<file path="config.mk">
export PLATFORM = sky130hd
export DESIGN_NAME = alu_bitwise_scheduler
export DESIGN_NICKNAME = d
export VERILOG_FILES = /design/src/rtl/alu_bitwise_scheduler_pkg.sv /design/src/rtl/alu_bitwise_scheduler_rr_arb2.sv /design/src/rtl/alu_bitwise_scheduler.sv
export SDC_FILE = /design/constraint.sdc
export NUM_CORES = 1
export LEC_CHECK = 0
export CAP_MARGIN = 25
export CORE_MARGIN = 3
export CORE_UTILIZATION = 42
export CTS_BUF_LIST = sky130_fd_sc_hd__clkbuf_16
export DETAILED_ROUTE_END_ITERATION = 10
export PLACE_DENSITY = 0.9
export SYNTH_ARGS = -nofsm -noshare
export SYNTH_HDL_FRONTEND = slang
export SYNTH_SLANG_ARGS = --single-unit
</file>
<file path="constraint.sdc">
create_clock -name clk -period 4.05 [get_ports clk]
set_input_delay 0.6075 -clock clk [delete_from_list [all_inputs] [get_ports clk]]
set_output_delay 0.6075 -clock clk [all_outputs]
set_load 0.01 [all_outputs]
</file>
<file path="src/rtl/alu_bitwise_scheduler_pkg.sv">
// rtl/alu_bitwise_scheduler_pkg.sv - shared constants, state encoding and arbitration helper
//
// Purpose: constants shared by the bitwise-unit scheduler and its arbiter.
//   - default datapath width, settle delay and settle counter width
//   - sched_state_t: IDLE=2'd0, SETTLE=2'd1, RESP=2'd2 (same encoding as the other ALU sequencers)
//   - rr_pick(): two-way round-robin choice used by the arbiter
package alu_bitwise_scheduler_pkg;

  localparam int SCHED_WIDTH         = 32;
  localparam int SCHED_SETTLE_CYCLES = 4;
  localparam int SCHED_CNT_W         = 3;

  typedef enum logic [1:0] {
    ST_IDLE   = 2'd0,
    ST_SETTLE = 2'd1,
    ST_RESP   = 2'd2
  } sched_state_t;

  // One-hot grant. On contention the requester that was not served last wins;
  // last=1 therefore hands a tie to requester 0.
  function automatic logic [1:0] rr_pick(input logic [1:0] req, input logic last);
    logic [1:0] g;
    g = 2'b00;
    case (req)
      2'b01:   g = 2'b01;
      2'b10:   g = 2'b10;
      2'b11:   g = last ? 2'b01 : 2'b10;
      default: g = 2'b00;
    endcase
    return g;
  endfunction

endpackage

</file>
<file path="src/rtl/alu_bitwise_scheduler_rr_arb2.sv">
// rtl/alu_bitwise_scheduler_rr_arb2.sv - two-input combinational round-robin arbiter
//
// Purpose: picks one of two pending requesters, alternating on contention.
// Ports:
//   req[1:0]    in   pending requests, bit X = requester X
//   last        in   index of the requester granted most recently
//   grant[1:0]  out  one-hot grant (all zero when nothing is requested)
module alu_bitwise_scheduler_rr_arb2
  import alu_bitwise_scheduler_pkg::*;
(
  input  logic [1:0] req,
  input  logic       last,
  output logic [1:0] grant
);

  assign grant = rr_pick(req, last);

endmodule

</file>
<file path="src/rtl/alu_bitwise_scheduler.sv">
// rtl/alu_bitwise_scheduler.sv - shares one 32-bit bitwise datapath between two requesters
//
// Purpose: round-robin arbitration, operand latching into the shared datapath,
//   a fixed settle delay for gate propagation, then a registered result
//   offered on a valid/ready response port.
// Build option: ALU_SCHED_ZERO_FLAG_EN adds res_zero (result == 0 flag).
// Ports:
//   clk, reset              clock; synchronous active-high reset
//   r0_valid/r0_ready/r0_a/r0_b   requester 0 operation request and operands
//   r1_valid/r1_ready/r1_a/r1_b   requester 1 operation request and operands
//   dp_a, dp_b              registered operands into the shared datapath
//   dp_out                  combinational datapath result
//   res_valid/res_ready     result handshake
//   res_data, res_id        registered result and owning requester
//   busy                    high whenever the scheduler is not IDLE
//   res_zero                (ALU_SCHED_ZERO_FLAG_EN only) registered result-is-zero flag
module alu_bitwise_scheduler
  import alu_bitwise_scheduler_pkg::*;
#(
  parameter int WIDTH         = SCHED_WIDTH,
  parameter int SETTLE_CYCLES = SCHED_SETTLE_CYCLES,
  parameter int CNT_W         = SCHED_CNT_W
) (
  input  logic             clk,
  input  logic             reset,
  input  logic             r0_valid,
  output logic             r0_ready,
  input  logic [WIDTH-1:0] r0_a,
  input  logic [WIDTH-1:0] r0_b,
  input  logic             r1_valid,
  output logic             r1_ready,
  input  logic [WIDTH-1:0] r1_a,
  input  logic [WIDTH-1:0] r1_b,
  output logic [WIDTH-1:0] dp_a,
  output logic [WIDTH-1:0] dp_b,
  input  logic [WIDTH-1:0] dp_out,
  output logic             res_valid,
  input  logic             res_ready,
  output logic [WIDTH-1:0] res_data,
  output logic             res_id,
  output logic             busy
`ifdef ALU_SCHED_ZERO_FLAG_EN
  ,
  output logic             res_zero
`endif
);

  // Loading SETTLE_CYCLES-1 and sampling at zero puts the result edge
  // exactly SETTLE_CYCLES edges after the accept edge.
  localparam logic [CNT_W-1:0] CNT_LOAD = CNT_W'(SETTLE_CYCLES - 1);

  sched_state_t     state;
  logic             last_grant;
  logic [CNT_W-1:0] cnt;
  logic [1:0]       grant;

  alu_bitwise_scheduler_rr_arb2 u_rr_arb2 (
    .req   ({r1_valid, r0_valid}),
    .last  (last_grant),
    .grant (grant)
  );

  assign r0_ready = (state == ST_IDLE) & grant[0];
  assign r1_ready = (state == ST_IDLE) & grant[1];

  always_ff @(posedge clk) begin
    if (reset) begin
      state      <= ST_IDLE;
      dp_a       <= '0;
      dp_b       <= '0;
      res_data   <= '0;
      res_valid  <= 1'b0;
      res_id     <= 1'b0;
      busy       <= 1'b0;
      last_grant <= 1'b1;
      cnt        <= '0;
`ifdef ALU_SCHED_ZERO_FLAG_EN
      res_zero   <= 1'b0;
`endif
    end else begin
      case (state)
        ST_IDLE: begin
          if (grant != 2'b00) begin
            dp_a       <= grant[1] ? r1_a : r0_a;
            dp_b       <= grant[1] ? r1_b : r0_b;
            res_id     <= grant[1];
            last_grant <= grant[1];
            cnt        <= CNT_LOAD;
            busy       <= 1'b1;
            state      <= ST_SETTLE;
          end
        end
        ST_SETTLE: begin
          if (cnt == '0) begin
            res_data  <= dp_out;
`ifdef ALU_SCHED_ZERO_FLAG_EN
            res_zero  <= (dp_out == '0);
`endif
            res_valid <= 1'b1;
            state     <= ST_RESP;
          end else begin
            cnt <= cnt - CNT_W'(1);
          end
        end
        ST_RESP: begin
          // The handshake cycle only retires the result; arbitration resumes next cycle.
          if (res_ready) begin
            res_valid <= 1'b0;
            busy      <= 1'b0;
            state     <= ST_IDLE;
          end
        end
        default: begin
          res_valid <= 1'b0;
          busy      <= 1'b0;
          state     <= ST_IDLE;
        end
      endcase
    end
  end

endmodule

</file>
; ---- Word level (Yosys, flattened, before mapping)
; Cells that the tools add are included.
; Widths: inputs -> output; s select.
[op_classes]
n_addsub = 1
n_eq_ne = 9
n_mux = 16
n_bitwise = 4
reduce_logical = 10
[ops]
columns = op, count
row1 = $mux 32, 2
row2 = $pmux 2 s3, 2
row3 = $reduce_and 3->1, 4
row4 = $mux 2, 4
row5 = $eq 2x2->1 const B, 3
row6 = $mux 3, 2
row7 = $ne 2x2->1 const B, 3
row8 = $pmux 1 s3, 2
row9 = $pmux 3 s2, 1
row10 = $eq 2x1->1 const B, 2
row11 = $reduce_and 2->1, 2
row12 = $reduce_bool 2->1, 2
row13 = $logic_not 3->1, 1
row14 = $mux 1, 3
row15 = $sub 3x1->3 const B, 1
row16 = $and 1x1->1, 2
row17 = $logic_not 2->1, 1
row18 = $ne 2x1->1 const B, 1
row19 = $not 1->1, 2
[totals]
reg_bits = 105
inputBits = 165
out_inout_bits = 101
elab_cells = 49

; ---- Logic depth before layout (Yosys ltp)
; Gate-level depths: netlist of run 1.
[depth]
word_depth = 5
mapped_depth = 7
mapped_depth_nobuf = 5

; ---- Hierarchy
; From an unflattened synthesis of run 1, not the netlist that was laid out.
[hier_totals]
hier_cells = 483
hier_area_um2 = 4755.8
[modules_own_cells]
columns = mod, n_inst, cells_each, area_each_um2, seq_area_each_um2
row1 = alu_bitwise_scheduler, 1, 480, 4737.0, 2102.0
row2 = alu_bitwise_scheduler_rr_arb2, 1, 3, 18.8, 0.0

; ---- Least setup slack after synthesis of run 1
; Ideal clock, no wire load.
[synth_timing]
path_type = input -> output
startpoint = in r0_valid
endpoint = out r1_ready
arrival_time_ns = 1.272
required_time_ns = 3.442
path_slack_ns = 2.170
path_stages = 4
n_path_buf = 3
path_cell_list = buf_2 > buf_2 > buf_2 > a21oi_1
[synth_between]
elab_chain_cells = 3
elab_cells_between_ends = 5
cone_classes = eq/ne: 3 / mux: 1 / bitwise: 1
[synth_lines]
columns = item, line
row1 = "start, declared", alu_bitwise_scheduler.sv:26  ; input logic r0_valid,
row2 = $eq 2x2->1 / $eq 2x1->1 (equally long branches), alu_bitwise_scheduler_pkg.sv:24  ; case (req)
row3 = $pmux 2 s3 (*), alu_bitwise_scheduler_pkg.sv:24
row4 = $and 1x1->1 (*), alu_bitwise_scheduler.sv:64  ; assign r1_ready = (state == ST_IDLE) & grant[1];
row5 = "end, declared", alu_bitwise_scheduler.sv:31  ; output logic r1_ready,
; Every way passes the cells marked *; elsewhere a longest branch is shown, timed or not.

; ---- Worst setup path after layout of run 1
[layout_timing]
startpoint = in r1_valid
endpoint = out r1_ready
[layout_between]
elab_chain_cells = 3
elab_cells_between_ends = 5
cone_classes = eq/ne: 3 / mux: 1 / bitwise: 1
[layout_lines]
columns = item, line
row1 = "start, declared", alu_bitwise_scheduler.sv:30  ; input logic r1_valid,
row2 = $eq 2x2->1 / $eq 2x1->1 (equally long branches), alu_bitwise_scheduler_pkg.sv:24
row3 = $pmux 2 s3 (*), alu_bitwise_scheduler_pkg.sv:24
row4 = $and 1x1->1 (*), alu_bitwise_scheduler.sv:64
; Marks and branches as above.

==> impl_metrics.csv, run 1 <==
group,metric,value,unit
critical_path,rrSetupSlack,2130,ps
route,routed-wl-met2,8551,µm
critical_path,crit_arrival,2260,ps
cts,clkLatencyLatePin,340,ps
route,met3_length,1216,µm
cts,cts_max_level,3,
yosys,netlist_area,4801,µm²
critical_path,cp_slowest_cell,"clkdlybuf4s50_1",
yosys,yosys.cell_types.count,34,
route,drt_first_iter_violations,354,
cts,cts_tree,"yes",
finish,layout-drive-gt1-share,9.632,%
critical_path,cp_max_fo,6,
power,p_seq_share,40.2,%
route,m1WireLength,6140,µm
cts,cts_setup_buffers,0,
power,swShare,29.84,%
cts,cts_inserted_buffers,9,
finish,final_cells,929,
yosys,synth.most_common_cell,"dfxtp_1",
power,intPower,2.177,mW
power,ir_worst_vdd,0.2566,mV
global_routing,antenna_found_initial,0,
sta,tightest_slew,965.5,ps
yosys,synthTopCellsByCount,"dfxtp_1, a21oi_1, inv_1, nand2_1, nor2_1",
sta,fin_crit,2867,ps
finish,areaGrowthSynthToFinish,60.83,%
floorplan,start_util,43.71,%
sta,max-slew-margin-rel,35.64,%
critical_path,cp_top_family,"buffers and inverters",
yosys,syn_inst,552,
floorplan,die_area,12750,µm²
cts,cts_buffer_depth,2,
critical_path,cp.buffers_inverters,2,
critical_path,worst_path_most_repeated_cell,"clkdlybuf4s50_1",
power,power.density,401.9,nW/µm²
job,cap_violations,0,
sta,setup_tns,0,ps
yosys,synth_edf_count,0,
critical_path,r2r-start,"state[1]$_SDFFE_PP0P_",
yosys,synth_area_leaders,"dfxtp_1, o32ai_2, a21oi_1",
route,avgViaCountPerCell,5.385,
finish,layout.nets,951,
yosys,syn-num-nets,719,
critical_path,crit_path_end_kind,"primary output",
finish,fill_cells,825,
finish,multi_input_area,2192,µm²
critical_path,r2r_end,"dp_b[16]$_SDFFE_PP0P_",
critical_path,r2r_cells,3,
route,ant_nets,0,
power,power_frac_clock,27.4,%
yosys,synth_seq_cells,105,
global_routing,first_global_vias,5176,
route,drc,0,
placement,io_buffers,265,
route,drt-total-wl,16830,µm
sta,fmax,348.8,MHz
global_routing,overflow,0,
sta,rsz0062_at_grt,"no",
critical_path,worstPathCellList,"clkdlybuf4s50_1, or2_1, nand2_1, a21oi_1, clkdlybuf4s50_1",
power,total_leakage_power,2.755,nW
critical_path,max_stage_delay,580,ps
global_routing,grt_max_degree,66,
cts,clk_pin_slew_worst_paths,70,ps
critical_path,start_kind,"input port",
route,avgRoutedWirePerCell,18.11,µm
route,dr.pass1.iters,5,
yosys,synth_area_leader_cell,"dfxtp_1",
sta,setup_violations,0,
route,top_layer,"met4",
cts,root_buffer,"clkbuf_16",
hold_path,hold_class,"reg2reg",
hold_path,hold_end,"res_data[18]$_SDFFE_PP0P_",
floorplan,die_w,112.9,µm
power,p_switching,0.9261,mW
critical_path,crit_type,"in2out",
sta,final_max_slew_viol_count,0,
yosys,ys.flop_type,"dfxtp_1",
cts,cts_resized,0,
placement,place_congestion,0.8619,
placement,place_inst,913,
placement,dp_hpwl,12260,µm
yosys,synth_area_per_cell,8.697,µm²
power,combPwrFrac,32.4,%
sta,fin_crit_sh,70.79,%
floorplan,die_h,112.9,µm
finish,diodes,0,
yosys,ys_seq_area_share,43.78,%
placement,pre_cts_slack,1228,ps
critical_path,cp_data_required_time,3440,ps
yosys,yosys.area.top_type_share,43.78,%
floorplan,coreArea,10980,µm²
yosys,async_flop_share,0,%
route,vias,5003,
sta,hold_violations,0,
status,status,"completed",
finish,seq_area,2102,µm²
global_routing,grt_pass1_wl,26040,µm
floorplan,core.rowCount,38,
cts,clock_sinks,105,
global_routing,grt_util_all_layers,25.36,%
floorplan,ios,266,
yosys,yosysWarnings,0,
hold_path,min-delay-start,"res_data[18]$_SDFFE_PP0P_",
sta,fin_worst_skew,5.996,ps
hold_path,min_path_cells,2,
sta,whs,454.3,ps
sta,setup_ws,1183,ps
cts,holdBufCountCts,0,
layout make-up:
cell class	instances	share of cell area, %
Timing Repair Buffer	272	35.13
Multi-Input combinational cell	329	28.39
Sequential cell	105	27.22
Inverter	67	3.257
Clock buffer	9	2.917
Tap cell	140	2.269
Clock inverter	7	0.8102
metrics by stage:
step | power, mW | utilization [%] | cell area, µm²
final | 3.103 | 70.30 | 7721
after detailed placement | 2.268 | 67.68 | 7433
after floorplan | 1.774 | - | 4801
after global routing | 3.245 | 70.30 | 7721
after CTS | 3.123 | 70.30 | 7721
after global placement | 2.228 | 67.68 | 7433
power by group through the flow:
stage	clock network, mW	logic [mW]	registers, mW
after floorplan	0	0.465	1.31
after global placement	0	0.970	1.26
after detailed placement	0	1.00	1.27
after CTS	0.867	1.01	1.25
after global routing	0.908	1.08	1.26
final	0.851	1.00	1.25
state kept, by name, summed over array words and instances (netlist names):
| signal | flops |
|---|---|
| res_data | 32 |
| state | 2 |
| res_id | 1 |
| last_grant | 1 |
| res_valid | 1 |
| dp_b | 32 |
| busy | 1 |
| dp_a | 32 |
| cnt | 3 |
how the worst max path moves through the flow:
stage	start	endpoint	slack, ps	cells past startpoint
3_3_place_gp	r1_valid	r1_ready	1230	5
6_report	r1_valid	r1_ready	1180	5
3_5_place_dp	r1_valid	r1_ready	1230	5
2_1_floorplan	r0_valid	r1_ready	2170	4
4_1_cts	r1_valid	r1_ready	1190	5
5_1_grt	r1_valid	r1_ready	1050	5
tightest hold or removal path, stage by stage, from the launching register on:
cell and delay, ps:
dfxtp_1 310, nand2_1 50, a21oi_1 50
layer usage:
layer	GRT usage, %	up-vias
li1	-	2343
met1	27.51	2367
met2	44.94	232
met3	5.615	61
met4	15.22	0
met5	0	-
cell usage in the layout (no fill, tap or decap), types with 2 or more instances in the layout:
cell,n
o32ai_1,14
dfxtp_1,105
nor2_1,67
a221oi_1,2
buf_4,6
clkinv_4,2
nor2b_1,2
clkdlybuf4s50_1,264
ha_1,2
inv_1,68
o32ai_2,50
a21oi_1,101
nand2_1,67
clkinv_1,3
nand2b_1,2
o21ai_0,3
nor3_1,3
clkbuf_16,9
cells by family (layout without fill, tap and decap cells):
family	Yosys count	in the layout	share of synthesized area, %
and+or+nand+nor	151	151	13.03
AOI/OAI and AO/OA	176	176	31.67
DFF	105	105	43.78
buffers and inverters	118	355	11.00
adders and majority gates	2	2	0.5212
No activity file was read; power rests on OpenSTA's default activity.
==> inputs of run 2 (changes only) <==
CORE_UTILIZATION = 39   (was 42)
PLACE_DENSITY = 0.85   (was 0.9)
clock period = 3 ns   (was 4.05 ns; I/O delays follow)
==> run 2 against run 1 <==
Cell count up 0.75%. Count of clock-buffer cells in the layout unchanged. Clock power up 34%. Flip-flop and latch count unchanged. Sequential share of layout area down 0.14 points. Worst setup slack worse by 720 ps. Utilization down 4.0 points. Global-route usage down 2.9 points. Design area up 0.50%. Total power up 35%. Register-to-register slack worse by 880 ps. Clock skew about the same.
==> impl_metrics.csv, run 2 (synthesis gave the netlist of run 1 again) <==
group,metric,value,unit
status,status,"completed",
route,vias,4915,
route,avgViaCountPerCell,5.251,
finish,layout_commonest_cell,"clkdlybuf4s50_1",
critical_path,crit_arrival,2090,ps
route,top_layer,"met4",
floorplan,die_w,117.0,µm
sta,fin_worst_skew,5.962,ps
finish,final_cell_mix,"clkdlybuf4s50_1, dfxtp_1, a21oi_1, inv_1",
global_routing,grt_util_all_layers,22.44,%
critical_path,r2r_cells,5,
cts,cts_resized,0,
sta,max-slew-margin-rel,52.23,%
sta,rsz0062_at_grt,"no",
critical_path,cp_max_fo,6,
critical_path,rrSetupSlack,1250,ps
critical_path,start_kind,"input port",
finish,reg_top3,"dp_a x32, dp_b x32, res_data x32",
cts,holdBufCountCts,0,
sta,setup_tns,0,ps
critical_path,worst_path_most_repeated_cell,"clkdlybuf4s50_1",
finish,layout.nets,955,
sta,fin_crit,2541,ps
placement,io_buffers,265,
floorplan,core.rowCount,39,
cts,clk_pin_slew_worst_paths,70,ps
sta,setup_violations,0,
route,avgRoutedWirePerCell,17.37,µm
cts,clock_sinks,105,
finish,fill_cells,921,
finish,layout-drive-gt1-share,10.09,%
cts,clkLatencyLatePin,340,ps
power,ir_worst_vdd,0.3119,mV
placement,dp_hpwl,11860,µm
global_routing,grt_pass1_wl,24360,µm
route,drt_first_iter_violations,203,
global_routing,first_global_vias,5042,
floorplan,die_area,13680,µm²
floorplan,coreArea,11710,µm²
power,total_power,4.183,mW
power,power.density,539.0,nW/µm²
hold_path,min_path_cells,2,
critical_path,crit_type,"in2out",
cts,cts_max_level,3,
cts,cts_tree,"yes",
critical_path,max_stage_delay,580,ps
sta,hold_violations,0,
sta,fin_crit_sh,84.71,%
critical_path,crit_path_end_kind,"primary output",
route,routed-wl-met2,8263,µm
route,drc,0,
global_routing,grt_max_degree,66,
critical_path,cp_slowest_cell,"clkdlybuf4s50_1",
critical_path,r2r_end,"res_data[20]$_SDFFE_PP0P_",
floorplan,die_h,117.0,µm
cts,root_buffer,"clkbuf_16",
route,dr.pass1.iters,5,
global_routing,overflow,0,
finish,diodes,0,
power,total_leakage_power,2.786,nW
sta,final_max_slew_viol_count,0,
hold_path,hold_class,"reg2reg",
cts,cts_inserted_buffers,9,
finish,areaGrowthSynthToFinish,61.64,%
floorplan,ios,266,
sta,fmax,393.5,MHz
placement,place_congestion,0.7967,
route,ant_nets,0,
job,cap_violations,0,
route,m1WireLength,6136,µm
critical_path,r2r-start,"cnt[0]$_SDFFE_PP0P_",
hold_path,hold_end,"res_data[27]$_SDFFE_PP0P_",
hold_path,min-delay-start,"res_data[27]$_SDFFE_PP0P_",
global_routing,antenna_found_initial,0,
sta,tightest_slew,716.6,ps
floorplan,start_util,40.99,%
route,met3_length,1339,µm
route,drt-total-wl,16260,µm
cts,cts_setup_buffers,0,
cts,cts_buffer_depth,2,
critical_path,worstPathCellList,"clkdlybuf4s50_1, or2_1, nand2_1, a21oi_1, clkdlybuf4s50_1",
critical_path,cp_data_required_time,2550,ps
==> run 2: cell types whose count changed in the layout (fill, tap and decap cells not counted) <==
cell | previous run | this run
buf_4 | 6 | 9
clkinv_1 | 3 | 1
clkinv_2 | 0 | 2
clkinv_4 | 2 | 0
inv_1 | 68 | 70
buf_12 | 1 | 2
==> run 2: layout make-up <==
type | instances | area (µm²) | share of cell area (%)
Clock buffer | 9 | 225.2 | 2.902
Tap cell | 143 | 178.9 | 2.306
Clock inverter | 7 | 55.05 | 0.7094
Timing Repair Buffer | 276 | 2755 | 35.50
Multi-Input combinational cell | 329 | 2192 | 28.25
Sequential cell | 105 | 2102 | 27.09
Inverter | 67 | 251.5 | 3.241
==> run 2: report_power, final <==
group	internal [mW]	total [mW]	switching, mW	leakage [nW]
registers	1.57	1.68	0.110	0.862
logic	0.737	1.36	0.625	1.77
clock network	0.633	1.14	0.505	0.150
total	2.94	4.18	1.24	2.79
==> run 2: how the worst max path moves through the flow <==
stage / to / start / depth (start not counted) / slack (ps)
3_3_place_gp: r1_ready / r1_valid / 5 / 500
3_5_place_dp: r1_ready / r1_valid / 5 / 480
4_1_cts: r1_ready / r1_valid / 5 / 460
5_1_grt: r1_ready / r1_valid / 5 / 340
2_1_floorplan: dp_b[26]$_SDFFE_PP0P_ / r0_valid / 7 / 1420
6_report: r1_ready / r1_valid / 5 / 460
==> run 2: layer usage <==
layer / up-vias / global-route usage [%]
li1: 2350 / -
met1: 2313 / 24.71
met2: 213 / 40.39
met3: 39 / 6.478
met4: 0 / 9.174
met5: - / 0
==> run 2: critical path, delay by kind of cell <==
| kind | cells | cell delay (ps) |
|---|---|---|
| AND/OR/NAND/NOR | 2 | 380 |
| AO/OA/AOI/OAI | 1 | 160 |
| buffers and inverters | 2 | 1100 |
==> run 2: through the flow <==
step	setup slack (ps)	utilization [%]	instance area [µm²]	hold WS (ps)	instances
after floorplan	1417	-	4801	441.7	552
after detailed placement	476.8	63.87	7480	448.6	920
after CTS	461.4	66.26	7760	457.8	936
final	458.7	66.26	7760	454.3	936
after global routing	337.7	66.26	7760	478.9	936
after global placement	500.2	63.87	7480	438.9	920
==> inputs of run 3 (changes only) <==
clock period = 2.7 ns   (was 3 ns; I/O delays follow)
==> run 3 against run 2 <==
Sequential power is 11% higher. Hold slack hardly changed. Cell count stayed put. Combinational power is 12% higher. Design area is 0.37% higher. Critical path depth stayed put. Clock power is 11% higher. Global-route usage is 0.48 points higher. Flip-flop and latch count stayed put. Clock skew is 2.4 ps lower. Sequential share of layout area is 0.10 points lower. Largest power group unchanged.
==> impl_metrics.csv, run 3 (synthesis gave the netlist of run 1 again) <==
group,metric,value,unit
floorplan,start_util,40.99,%
placement,place_inst,921,
critical_path,worst_path_most_repeated_cell,"clkdlybuf4s50_1",
finish,final_cell_mix,"clkdlybuf4s50_1, dfxtp_1, a21oi_1, inv_1",
sta,setup_violations,0,
cts,cts_inserted_buffers,9,
cts,holdBufCountCts,0,
critical_path,cp_top_family,"buffers and inverters",
critical_path,rrSetupSlack,960,ps
sta,max-slew-margin-rel,51.14,%
finish,final_cells,936,
sta,final_max_slew_viol_count,0,
hold_path,min-delay-start,"res_data[17]$_SDFFE_PP0P_",
job,cap_violations,0,
cts,clk_pin_slew_worst_paths,70,ps
route,vias,4910,
sta,rsz0062_at_grt,"no",
global_routing,first_global_vias,4973,
route,drt_first_iter_violations,313,
critical_path,cp_data_required_time,2300,ps
route,drt-total-wl,16460,µm
critical_path,crit_path_end_kind,"primary output",
critical_path,cp_max_fo,6,
power,power.density,598.8,nW/µm²
global_routing,antenna_found_initial,0,
cts,cts_setup_buffers,0,
critical_path,start_kind,"input port",
global_routing,grt_pass1_wl,24720,µm
global_routing,overflow,0,
global_routing,grt_max_degree,65,
finish,finish.utilization,66.51,%
cts,cts_resized,0,
cts,root_buffer,"clkbuf_16",
placement,pre_cts_slack,257.9,ps
route,ant_nets,0,
global_routing,grt_util_all_layers,22.92,%
finish,reg_top3,"dp_a x32, dp_b x32, res_data x32",
status,status,"completed",
critical_path,cp_slowest_cell,"clkdlybuf4s50_1",
route,drc,0,
finish,areaGrowthSynthToFinish,62.24,%
floorplan,core.rowCount,39,
sta,hold_violations,0,
floorplan,die_w,117.0,µm
sta,fin_crit,2485,ps
critical_path,max_stage_delay,580,ps
route,avgViaCountPerCell,5.246,
cts,cts_buffer_depth,2,
sta,fmax,402.5,MHz
floorplan,die_h,117.0,µm
critical_path,crit_arrival,2080,ps
critical_path,startpoint,"r1_valid",
cts,cts_max_level,3,
finish,final_area,7789,µm²
finish,diodes,0,
critical_path,worstPathCellList,"clkdlybuf4s50_1, or2_1, nand2_1, a21oi_1, clkdlybuf4s50_1",
sta,tightest_slew,732.9,ps
floorplan,die_area,13680,µm²
placement,place_area,7512,µm²
cts,clkLatencyLatePin,340,ps
power,total_leakage_power,2.794,nW
floorplan,coreArea,11710,µm²
placement,dp_hpwl,11920,µm
sta,setup_tns,0,ps
finish,layout.nets,956,
hold_path,hold_class,"reg2reg",
finish,layout_commonest_cell,"clkdlybuf4s50_1",
cts,cts_tree,"yes",
cts,clock_sinks,105,
critical_path,cp.buffers_inverters,2,
critical_path,r2r-start,"state[1]$_SDFFE_PP0P_",
route,dr.pass1.iters,4,
route,avgRoutedWirePerCell,17.59,µm
sta,fin_worst_skew,3.573,ps
critical_path,crit_type,"in2out",
sta,setup_ws,215.2,ps
finish,layout-drive-gt1-share,10.21,%
floorplan,ios,266,
sta,fin_crit_sh,92.03,%
placement,place_congestion,0.8523,
power,total_power,4.664,mW
placement,io_buffers,265,
power,ir_worst_vdd,0.3423,mV
sta,whs,453.8,ps
-- run 3: cell types whose count changed in the layout (fill, tap and decap cells not counted) --
cell,before,now
buf_12,2,4
buf_4,9,8
clkinv_1,1,2
inv_1,70,68
-- run 3: worst paths after layout --
path | end | cells after the start
worst max-delay path | r1_ready | 5
worst min-delay path | res_data[17]$_SDFFE_PP0P_ | 2
worst max register to register | dp_b[14]$_SDFFE_PP0P_ | 4
worst min register to register | res_data[17]$_SDFFE_PP0P_ | 2
-- run 3: layout make-up --
type	count	area, µm²
flip-flops and latches	105	2102
inverters	67	251.5
repair buffers	277	2788
clock buffers	9	225.2
fillers	886	3923
multi-input cells	329	2192
well taps	143	178.9
clock inverters	6	51.30
-- run 3: worst min-delay path, cell delays in order, from the launching register on --
cell,delay [ps]
dfxtp_1,310
nand2_1,50
a21oi_1,50
-- run 3: per-layer routing --
layer	vias to the layer above	GRT usage, %	wire [µm]
met4	0	10.93	616
met5	-	0	0
met3	42	6.632	1327
met2	211	38.98	8068
li1	2354	-	-
met1	2303	26.48	6449
-- run 3: power by group --
group / internal, mW / total (mW) / switching [mW]
Combinational: 0.833 / 1.53 / 0.697
Sequential: 1.75 / 1.87 / 0.124
Clock: 0.702 / 1.26 / 0.560
